===== src/rtl/alu8.sv =====
// 8-bit registered ALU: 16 operations selected by FS, result and N/Zero/C/V/D
// flags captured on the rising clock edge; synchronous active-high reset.
module alu8 #(
    parameter int WIDTH = 8
) (
    input  logic             clk,
    input  logic             rst,
    input  logic [3:0]       FS,
    input  logic [2:0]       SH,
    input  logic [WIDTH-1:0] A,
    input  logic [WIDTH-1:0] B,
    input  logic [WIDTH-1:0] IN,
    input  logic [WIDTH-1:0] INK,
    output logic [WIDTH-1:0] F,
    output logic             N,
    output logic             Zero,
    output logic             C,
    output logic             V,
    output logic             D
);

    typedef enum logic [3:0] {
        OP_PASS = 4'd0,  OP_INC = 4'd1,  OP_ADD = 4'd2,  OP_ADC  = 4'd3,
        OP_SUB  = 4'd4,  OP_DEC = 4'd5,  OP_AND = 4'd6,  OP_OR   = 4'd7,
        OP_XOR  = 4'd8,  OP_NOT = 4'd9,  OP_SHL = 4'd10, OP_SHR  = 4'd11,
        OP_ASR  = 4'd12, OP_ROL = 4'd13, OP_LDIN = 4'd14, OP_LDK = 4'd15
    } op_e;

    op_e              w_op;
    logic [WIDTH-1:0] w_addb;
    logic             w_cin;
    logic [WIDTH-1:0] w_sum;
    logic             w_co;
    logic             w_half;
    logic             w_ovf;
    logic [WIDTH-1:0] w_shl_f, w_shr_f, w_asr_f, w_rol_f;
    logic             w_shl_c, w_shr_c, w_asr_c;
    logic             w_sh_nz;
    logic [WIDTH-1:0] w_f;
    logic             w_c, w_v, w_d;

    logic [WIDTH-1:0] r_f;
    logic             r_n, r_zero, r_c, r_v, r_d;

    assign w_op = op_e'(FS);

    // Every arithmetic op is one adder: A + second addend + carry-in.
    always_comb begin
        w_addb = '0;
        w_cin  = 1'b0;
        unique case (w_op)
            OP_INC:  w_addb = WIDTH'(1);
            OP_ADD:  w_addb = B;
            OP_ADC:  begin w_addb = B;  w_cin = r_c;  end
            OP_SUB:  begin w_addb = ~B; w_cin = 1'b1; end
            OP_DEC:  w_addb = '1;
            default: w_addb = '0;
        endcase
    end

    assign {w_co, w_sum} = {1'b0, A} + {1'b0, w_addb} + {{WIDTH{1'b0}}, w_cin};
    // Carry into bit 4 recovered from the sum bit, avoiding a second nibble adder.
    assign w_half = w_sum[4] ^ A[4] ^ w_addb[4];
    assign w_ovf  = (A[WIDTH-1] == w_addb[WIDTH-1]) && (w_sum[WIDTH-1] != A[WIDTH-1]);

    // One extra bit below/above the operand catches the last bit shifted out.
    assign {w_shl_c, w_shl_f} = {1'b0, A} << SH;
    assign {w_shr_f, w_shr_c} = {A, 1'b0} >> SH;
    assign {w_asr_f, w_asr_c} = $signed({A, 1'b0}) >>> SH;
    assign w_rol_f = (A << SH) | (A >> (WIDTH - int'(SH)));
    assign w_sh_nz = (SH != 3'd0);

    always_comb begin
        w_f = A;
        w_c = 1'b0;
        w_v = 1'b0;
        w_d = 1'b0;
        unique case (w_op)
            OP_PASS: w_f = A;
            OP_INC, OP_ADD, OP_ADC, OP_SUB, OP_DEC: begin
                w_f = w_sum;
                w_c = w_co;
                w_v = w_ovf;
                w_d = w_half;
            end
            OP_AND:  w_f = A & B;
            OP_OR:   w_f = A | B;
            OP_XOR:  w_f = A ^ B;
            OP_NOT:  w_f = ~A;
            OP_SHL:  begin w_f = w_shl_f; w_c = w_sh_nz & w_shl_c; end
            OP_SHR:  begin w_f = w_shr_f; w_c = w_sh_nz & w_shr_c; end
            OP_ASR:  begin w_f = w_asr_f; w_c = w_sh_nz & w_asr_c; end
            OP_ROL:  begin w_f = w_rol_f; w_c = w_sh_nz & w_rol_f[0]; end
            OP_LDIN: w_f = IN;
            OP_LDK:  w_f = INK;
            default: w_f = A;
        endcase
    end

    always_ff @(posedge clk) begin
        if (rst) begin
            r_f    <= '0;
            r_n    <= 1'b0;
            r_zero <= 1'b0;
            r_c    <= 1'b0;
            r_v    <= 1'b0;
            r_d    <= 1'b0;
        end else begin
            r_f    <= w_f;
            r_n    <= w_f[WIDTH-1];
            r_zero <= (w_f == '0);
            r_c    <= w_c;
            r_v    <= w_v;
            r_d    <= w_d;
        end
    end

    assign F    = r_f;
    assign N    = r_n;
    assign Zero = r_zero;
    assign C    = r_c;
    assign V    = r_v;
    assign D    = r_d;

endmodule


===== config.mk =====
export PLATFORM = sky130hd
export DESIGN_NAME = alu8
export DESIGN_NICKNAME = d
export VERILOG_FILES = /design/src/rtl/alu8.sv
export SDC_FILE = /design/constraint.sdc
export NUM_CORES = 1
export LEC_CHECK = 0
export CAP_MARGIN = 5
export CORE_MARGIN = 2
export CORE_UTILIZATION = 49
export CTS_BUF_LIST = sky130_fd_sc_hd__clkbuf_8
export CTS_CLUSTER_DIAMETER = 50
export DETAILED_ROUTE_END_ITERATION = 7
export MAX_ROUTING_LAYER = met4
export PLACE_DENSITY = 0.79
export REMOVE_ABC_BUFFERS = 1
export SETUP_SLACK_MARGIN = 0.05
export SLEW_MARGIN = 20
export SYNTH_ARGS = -nofsm -noshare
export SYNTH_HDL_FRONTEND = slang
export SYNTH_SLANG_ARGS = --single-unit

===== constraint.sdc =====
create_clock -name clk -period 4.5 [get_ports clk]
set_clock_uncertainty 0.2 [all_clocks]
set_input_delay 0.9 -clock clk [delete_from_list [all_inputs] [get_ports clk]]
set_output_delay 0.9 -clock clk [all_outputs]
set_load 0.01 [all_outputs]

==> flow_metrics.env <==
export IMPL_syn_inst=375
export IMPL_end_kind="flop"
export IMPL_cp_start_kind="primary input"
export IMPL_whs_ps=1310
export IMPL_p_total_uw=593
export IMPL_grt_ovfl_total=0
export IMPL_crit_chain="clkdlybuf4s50_1 -> nor2b_2 -> and2_1 -> o21ai_0 -> fa_1 -> fa_1 -> xor2_1 -> o32ai_1 -> or4_1 -> o32ai_2 -> and4b_1 -> and4_1"
export IMPL_gp_congestion=0.999
export IMPL_hold_path_class="in2reg"
export IMPL_cts_tree="yes"
export IMPL_crit_cells=12
export IMPL_fp_dieH_um=78.9
export IMPL_cp_arrival_ps=4340
export IMPL_max_stage_delay_ps=570
export IMPL_nets=494
export IMPL_synth_edf_count=0
export IMPL_netlist_area_mm2=0.00275
export IMPL_synth_distinct_cells=69
export IMPL_drive_above_1_share_pct=12.7
export IMPL_crit_type="in2reg"
export IMPL_cp_num_buf_inv=1
export IMPL_sw_frac_of_total_pct=39.3
export IMPL_synthFlopType="dfxtp_1"
export IMPL_wirelength_um=10200
export IMPL_drt_first_iter_violations=367
export IMPL_core_mm2=0.00547
export IMPL_hold_buffers=0
export IMPL_seqPwrFrac_pct=20.1
export IMPL_p_int_uw=360
export IMPL_max_freq_ghz=0.229
export IMPL_grt_pass1_vias=3065
export IMPL_syn2layout_area_growth_pct=26.0
export IMPL_die_x_um=78.9
export IMPL_diodes=0
export IMPL_synth_seq_cells=12
export IMPL_fp_row_count=27
export IMPL_yosysWarnings=0
export IMPL_antenna_found_initial=0
export IMPL_cp_required_ps=4480
export IMPL_drt_first_pass_iters=7
export IMPL_ys_async_sr_fraction_pct=0
export IMPL_grt_pass1_wl_um=15900
export IMPL_critPathMaxFanout=4
export IMPL_status="finished clean"
export IMPL_htree_levels=1
export IMPL_cts_sinks=12
export IMPL_reg2reg_depth=10
export IMPL_power_density_mw_per_mm2=171
export IMPL_netSwitchingPower_uw=233
export IMPL_grt_max_degree=34
export IMPL_vias=3243
export IMPL_grt_setup_unrepaired="no"
export IMPL_power_frac_clock_pct=19.9
export IMPL_dieArea_mm2=0.00623
export IMPL_relSlewSlack_pct=57.8
export IMPL_setup_viol_count_final=0
export IMPL_fin_tns_setup_ps=0
export IMPL_ios=54
export IMPL_yosysSeqAreaShare_pct=8.74
export IMPL_io_buffers=53
export IMPL_cp_top_family="simple AND/OR/NAND/NOR gates"
export IMPL_drc=0
export IMPL_drv_cap=0
export IMPL_ant_nets=0
export IMPL_viasPerCell=6.53
export IMPL_hold_depth=2
export IMPL_p_comb_share_pct=60.0
export IMPL_cts_resized=0
export IMPL_tightest_slew_ps=628
export IMPL_p_leak_uw=0.00145
export IMPL_dp_hpwl_um=7850
export IMPL_cpMaxStageDelayCell="or4_1"
export IMPL_cts_inserted_buffers=3
export IMPL_clk_pin_slew_worst_paths_ps=60
export IMPL_grt_use_total_pct=33.1
export IMPL_cts_buffer_depth=2
export IMPL_cts_root_buf="clkbuf_8"
export IMPL_initial_utilization_pct=50.2
export IMPL_avgSynthCellArea_um2=7.33
export IMPL_final_hold_violation_count=0
export IMPL_post_route_period_util_pct=96.8
export IMPL_path_common_cell="fa_1"
export IMPL_maxSlewViolCount=0
export IMPL_max_vdd_ir_drop_v=0.000144
export IMPL_clock_latency_ps=240
export IMPL_postCtsSetupRepairBufs=0
export IMPL_post_drt_wl_per_cell_um=20.5
export IMPL_fin_crit_ps=4360
## state kept, by name, summed over array words and instances, names as in the netlist
signal and count:
C 1, V 1, D 1, F 8
Zero 1
## final timing paths
kind	startpoint	end	slack (ps)
setup / recovery	FS[2]	Zero	140
hold / removal	rst	F[2]	1310
setup reg to reg	C	Zero	1180
hold reg to reg	C	F[0]	1380
## Yosys cell counts, drive strengths merged, types with 6 or more instances
library cell | instances | area [µm²]
ha | 25 | 313
mux2i | 17 | 170
clkbuf | 18 | 67.6
mux4 | 6 | 135
nor3 | 12 | 65.1
o22ai | 6 | 37.5
a21oi | 26 | 130
nor2b | 14 | 87.6
or2 | 6 | 37.5
a31oi | 6 | 37.5
nand2 | 36 | 135
nand2b | 6 | 37.5
nor2 | 27 | 101
inv | 22 | 82.6
dfxtp | 12 | 240
o21ai | 19 | 95.1
buf | 12 | 71.3
mux2 | 9 | 101
## power by group through the flow
| stage | clock network (µW) | logic, µW | registers [µW] |
|---|---|---|---|
| after floorplan | 0 | 176 | 127 |
| after global placement | 0 | 344 | 121 |
| after detailed placement | 0 | 345 | 122 |
| after CTS | 120 | 347 | 119 |
| after global routing | 127 | 381 | 120 |
| final | 118 | 356 | 120 |
## layer usage
metal  global-route usage, %  vias to the layer above  share of wire, %
met3                    5.00                       36               9.7
met4                    10.7                        0               3.6
met5                       -                        -                 0
li1                        -                     1489                 -
met1                    43.0                     1520                41
met2                    53.2                      198                46
## stage by stage
| stage | utilization [%] | instance area (µm²) | std cells | setup slack [ps] |
|---|---|---|---|---|
| 6_report | 63.3 | 3460 | 497 | 142 |
| 5_1_grt | 63.3 | 3460 | 497 | 36.7 |
| 4_1_cts | 63.2 | 3460 | 497 | 215 |
| 3_5_place_dp | 62.2 | 3400 | 493 | -17.0 |
| 3_3_place_gp | 62.2 | 3400 | 493 | 67.7 |
| 2_1_floorplan | - | 2610 | 345 | 415 |
## cell type report
| class | instances | area, µm² |
|---|---|---|
| clock buffers | 4 | 55.1 |
| fillers | 496 | 2010 |
| inverters | 23 | 86.3 |
| multi-input cells | 310 | 2290 |
| flip-flops and latches | 12 | 240 |
| well taps | 72 | 90.1 |
| repair buffers | 76 | 703 |
## cell families (layout without fill, tap and decap cells)
kind of cell    after synthesis  after routing  share of synthesized area, %
compound gates              111            111                          27.9
xor+xnor                      7              7                          2.23
simple gates                133            133                          25.4
buf+inv                      53            103                          8.19
flops                        12             12                          8.74
fa+ha+maj                    27             27                          12.8
mux                          32             32                          14.8
## worst reg2reg max path, stage by stage (launching register included)
cell	delay (ps)
dfxtp_1	410
and3_1	170
o21ai_0	90
fa_1	420
fa_1	410
xor2_1	140
o32ai_1	110
or4_1	570
o32ai_2	330
and4b_1	240
and4_1	180
## cell usage in the layout, fill, tap and decap left out, drive strengths merged, types with 14 or more instances in the layout
master | synthesis | layout
clkdlybuf4s50 | 0 | 53
nand2 | 36 | 36
nor2 | 27 | 27
a21oi | 26 | 26
ha | 25 | 25
buf | 12 | 23
inv | 22 | 22
o21ai | 19 | 19
mux2i | 17 | 17
nor2b | 14 | 14
Note: power is estimated with default switching activity, not from simulation.
